### src/rtl/aes_pkg.sv
// Shared AES datapath types and the ShiftRows row-offset table used by the
// round engines.
package aes_pkg;

    typedef logic [7:0]  byte_t;
    typedef logic [31:0] word_t;

    localparam logic MODE_FWD = 1'b0;
    localparam logic MODE_INV = 1'b1;

    // Rijndael row offsets: rows 2 and 3 shift further once the state is 8 columns wide.
    function automatic int shift_offset(input int nb, input int row);
        int off;
        case (row)
            0:       off = 0;
            1:       off = 1;
            2:       off = (nb == 8) ? 3 : 2;
            default: off = (nb == 8) ? 4 : 3;
        endcase
        return off;
    endfunction

endpackage

### src/rtl/shift_rows_perm.sv
// Fixed ShiftRows (INV = 0) or InvShiftRows (INV = 1) byte permutation for an
// NB-column state; pure wiring.
module shift_rows_perm
    import aes_pkg::*;
#(
    parameter int NB  = 4,
    parameter bit INV = 1'b0
) (
    input  logic [32*NB-1:0] state_i,
    output logic [32*NB-1:0] state_o
);

    typedef byte_t [4*NB-1:0] state_t;

    state_t inBytes;
    state_t outBytes;

    assign inBytes = state_i;
    assign state_o = outBytes;

    // Byte b = r + 4c; each output byte picks its source column from the row offset.
    for (genvar r = 0; r < 4; r++) begin : g_row
        for (genvar c = 0; c < NB; c++) begin : g_col
            localparam int CR  = shift_offset(NB, r);
            localparam int SRC = INV ? ((c - CR + NB) % NB) : ((c + CR) % NB);
            assign outBytes[r + 4*c] = inBytes[r + 4*SRC];
        end
    end

endmodule

### src/rtl/shift_rows_unit.sv
// Registered ShiftRows/InvShiftRows stage with per-beat mode select and a
// 2-entry output FIFO providing valid/ready back-pressure.
module shift_rows_unit
    import aes_pkg::*;
#(
    parameter int NB    = 4,
    parameter int CNT_W = 16
) (
    input  logic             clk,
    input  logic             rst,
    input  logic             flush,
    input  logic             in_valid,
    output logic             in_ready,
    input  logic             in_inv,
    input  logic [32*NB-1:0] in_data,
    output logic             out_valid,
    input  logic             out_ready,
    output logic             out_inv,
    output logic [32*NB-1:0] out_data,
    output logic [CNT_W-1:0] beat_count
);

    if (NB != 4 && NB != 6 && NB != 8) begin : g_bad_nb
        $error("shift_rows_unit: NB must be 4, 6 or 8");
    end

    logic [32*NB-1:0] fwdData;
    logic [32*NB-1:0] invData;
    logic [32*NB-1:0] permData;

    shift_rows_perm #(.NB(NB), .INV(MODE_FWD)) u_perm_fwd (
        .state_i (in_data),
        .state_o (fwdData)
    );

    shift_rows_perm #(.NB(NB), .INV(MODE_INV)) u_perm_inv (
        .state_i (in_data),
        .state_o (invData)
    );

    assign permData = (in_inv == MODE_INV) ? invData : fwdData;

    logic [1:0][32*NB-1:0] data_q, data_d;
    logic [1:0]            inv_q, inv_d;
    logic                  head_q, head_d;
    logic                  tail_q, tail_d;
    logic [1:0]            count_q, count_d;
    logic [CNT_W-1:0]      beat_count_q, beat_count_d;
    logic                  push;
    logic                  pop;

    // Handshake flags come only from registered count, so out_ready never reaches in_ready.
    assign in_ready  = (count_q != 2'd2);
    assign out_valid = (count_q != 2'd0);
    assign push      = in_valid && in_ready;
    assign pop       = out_valid && out_ready;

    assign out_data   = data_q[head_q];
    assign out_inv    = inv_q[head_q];
    assign beat_count = beat_count_q;

    always_comb begin
        data_d       = data_q;
        inv_d        = inv_q;
        head_d       = head_q;
        tail_d       = tail_q;
        count_d      = count_q;
        beat_count_d = push ? beat_count_q + CNT_W'(1) : beat_count_q;

        // A flush drops everything, including a beat pushed this cycle; tail realigns to head.
        if (flush) begin
            count_d = 2'd0;
            tail_d  = head_q;
        end else begin
            if (push) begin
                data_d[tail_q] = permData;
                inv_d[tail_q]  = in_inv;
                tail_d         = ~tail_q;
            end
            if (pop) begin
                head_d = ~head_q;
            end
            case ({push, pop})
                2'b10:   count_d = count_q + 2'd1;
                2'b01:   count_d = count_q - 2'd1;
                default: count_d = count_q;
            endcase
        end
    end

    always_ff @(posedge clk) begin
        if (rst) begin
            data_q       <= '0;
            inv_q        <= '0;
            head_q       <= 1'b0;
            tail_q       <= 1'b0;
            count_q      <= 2'd0;
            beat_count_q <= '0;
        end else begin
            data_q       <= data_d;
            inv_q        <= inv_d;
            head_q       <= head_d;
            tail_q       <= tail_d;
            count_q      <= count_d;
            beat_count_q <= beat_count_d;
        end
    end

endmodule

### config.mk
export PLATFORM = sky130hd
export DESIGN_NAME = shift_rows_unit
export DESIGN_NICKNAME = d
export VERILOG_FILES = /design/src/rtl/aes_pkg.sv /design/src/rtl/shift_rows_perm.sv /design/src/rtl/shift_rows_unit.sv
export SDC_FILE = /design/constraint.sdc
export NUM_CORES = 1
export LEC_CHECK = 0
export ABC_CLOCK_PERIOD_IN_PS = 3000
export BUFFER_PORTS_ARGS = -buffer_cell sky130_fd_sc_hd__buf_2
export CELL_PAD_IN_SITES_DETAIL_PLACEMENT = 1
export CELL_PAD_IN_SITES_GLOBAL_PLACEMENT = 1
export CORE_ASPECT_RATIO = 1.4
export CORE_UTILIZATION = 46
export DETAILED_ROUTE_END_ITERATION = 16
export PLACE_DENSITY = 0.93
export SLEW_MARGIN = 20
export SYNTH_ARGS = -nofsm -noshare
export SYNTH_HDL_FRONTEND = slang
export SYNTH_HIERARCHICAL = 1
export SYNTH_SLANG_ARGS = --single-unit
### constraint.sdc
create_clock -name clk -period 3 [get_ports clk]
set_input_delay 0.6 -clock clk [delete_from_list [all_inputs] [get_ports clk]]
set_output_delay 0.6 -clock clk [all_outputs]
set_load 0.005 [all_outputs]
==> results.md <==
- Most area-hungry cell type in the Yosys netlist: dfxtp_1
- Critical Path, Cell by Cell: buf_12 > mux2_2 > buf_2
- Synth Warn #: 6
- Largest net degree at the start of global routing: 89
- Worst endpoint required time: 2400 ps
- Sequential cell area: ~5600 µm²
- Number of H-tree levels: 1
- Postcts setup bufs: 0
- Worst slew pin tran: 452 ps
- Mapped cell area: between 10,000 and 15,000 µm²
- Final Max Tran Viols: 0
- Most frequent cells in the layout: buf_2 (278), dfxtp_1 (277), nor2_1 (268)
- Clock skew: 11.0 ps
- Multi-input gate area: 6650 µm²
- Post-DP HPWL: 25.2 mm
- R2R Path Start: count_q[0]
- Fmax achieved: roughly 0.38 GHz
- Slew headroom: 0.690
- Met3 usage: 0.0354
- Syn_area_per_cell: 9.79 µm²
- Total clock buffers created by CTS: 28
- CTS tree: yes
- Area Growth Syn to Fin: 4.60%
- Post-layout instance count excluding filler cells: 1,889
- Initial DRC Count: 439
- Met2 usage: 0.417
- Worst EP arrival: 2030 ps
- Area share of the largest cell type after synthesis: 0.375
- Fin crit period: 2630 ps
- Commonest non-fill, non-tap cell in the layout: buf_2
- Die Ht: 214 µm
- Antenna violations before repair: 2
- Setup WS post-layout: 370 ps
- Vias/cell: 5.50
- Peak VDD IR: 0.452 mV
- WL/cell: 19.4 µm
- Initial core utilization: 0.468
- Max-cap violations: 0
- First-pass GRT wire length: ~58 mm
- Clock Root Buffer: clkbuf_16
- Post_cts resized: 0
- RSZ-0062 raised after global routing: false
- Leakage power: 6.30 nW
- Total number of vias: 10,400
- Fin Setup TNS: 0 ps
- Total GRT Usage: 0.219
- Cts hold-fix bufs: 0
- Clock Path Buffers: 3
- Fraction of layout cells with a size suffix above 1: 0.394
- Routed wire length: 36.7 mm
- Core area: between 30,000 and 40,000 µm²
- Synth top area cells: dfxtp_1 (38%), buf_4 (14%), mux2_2 (10%)
- Total grt overflow: 0
- Residual DRC: 0
- Cells after synthesis: 1,514
- GPL Wtd Cong: 0.753
- Status: finished, final reports clean
- Fin. Hold Viols: 0
- PwrDens: 581 nW/µm²
- Period utilisation layout: 0.877
- Ports: 281
- Crit start category: register
- Filler cells: 3,544
- Site Rows: 77
- Synthesized Nets: 1,650
- Reg-to-reg setup timing slack: 720 ps
- Crit Path Category: register to output pin
- Number of global-route vias before repair: between 10,000 and 15,000
- Reg-to-reg endpoint: data_q[161]
- Horiz. Die Dim: 154 µm
- Clk pin slew, worst setup/hold paths: around 60 ps
- Crit path from: head_q
- Hold Path Depth: 2
- Crit-path max FO: 47
- CP max stage delay: just under 600 ps
- CTS sink count: 278
- Detail Route Antenna Nets: 0
- Global route hottest layer: met2
- Met1 Resource Use GR: 0.225
- Capturing element type of the critical path: output pin
- Seq/Total Area, Yosys: 0.375
- Unique masters post-synth: 34
- Hold wc startpoint: flush
- Skew-Pair Late Insertion Delay: 550 ps
- Die area: 33,000 µm²
- Cells after DPL: 1,837
- Worst path slowest cell: dfxtp_4
- WHS Endpoint: count_q[0]
- Post-Place Worst Slack: 667 ps
- Fin nets: 1,608
- Min-Delay Path Class: input pin to register
- Worst r2r path cells: 5
- Drt first pass iters: 6
- Synth Register Bits: roughly 280
- Port Buffers: 280
- Final setup vio count: 0
## per-layer routing
layer,wire length [µm],vias to the layer above,part of all wire
met5,0,-,0
met4,1930,0,0.053
met3,1630,97,0.044
met2,19400,266,0.53
met1,13700,5048,0.37
li1,-,4980,-
## critical path, delay by kind of cell, from the launching register on
family / cells / cell delay [ps]
flops: 1 / 580
buf+inv: 2 / 480
mux: 1 / 390
## cell type report
cell class                      instances  area share
Timing Repair Buffer                  306       0.115
Inverter                                5     0.00121
Clock inverter                         10     0.00863
Clock buffer                           40      0.0546
Multi-Input combinational cell        853       0.429
Antenna cell                            2    0.000323
Tap cell                              395      0.0319
Sequential cell                       278       0.359
## flip-flops by register name, indices dropped and copies added (netlist names)
name and flops:
data_q 256, beat_count 16, count_q 2, inv_q 2
head_q 1, tail_q 1
## Yosys cell counts
library cell and n:
o21ai_0 5, mux2i_1 130, o31ai_1 3, nand3_1 5
xnor2_1 3, buf_2 47, a211oi_2 100, a21oi_1 9
inv_1 5, clkbuf_1 42, and2_1 1, or3_1 5
nor2b_1 2, dfxtp_1 278, nor3_1 3, o21a_1 1
nand2_1 7, and3_1 1, and4b_1 1, buf_4 269
buf_1 6, nor4_1 1, and4_1 3, or2_2 1
mux2_2 131, xor2_1 7, buf_6 13, or4_1 3
buf_8 1, nor2_1 268, nand2b_1 1, nand4_1 3
a211oi_1 157, ha_1 2
## per-stage QoR
step	cell area [µm²]	hold WS (ps)	total power [mW]	utilization
2_1_floorplan	14800	454	5.13	-
3_3_place_gp	14500	470	5.30	0.458
3_5_place_dp	14500	484	5.38	0.458
4_1_cts	15500	225	9.12	0.489
5_1_grt	15500	236	9.39	0.489
6_report	15500	255	9.01	0.489
## worst max path at each step
stage	end	slack [ps]	cells after the start
2_1_floorplan	out_data[100]	1120	4
3_3_place_gp	data_q[146]	880	6
3_5_place_dp	data_q[166]	670	6
4_1_cts	out_data[125]	330	3
5_1_grt	out_data[122]	300	3
6_report	out_data[122]	370	3
## power by group
group	total (mW)	internal, mW	switching [mW]
clock	3.71	2.21	1.50
combinational	1.30	0.573	0.731
sequential	3.99	3.89	0.105
## logic make-up after synthesis
family,synth area share
compound gates,0.171
simple gates,0.0826
xor+xnor,0.00591
fa+ha+maj,0.00169
mux,0.187
buf+inv,0.176
flops,0.375
No activity file was read; power rests on OpenSTA's default activity.
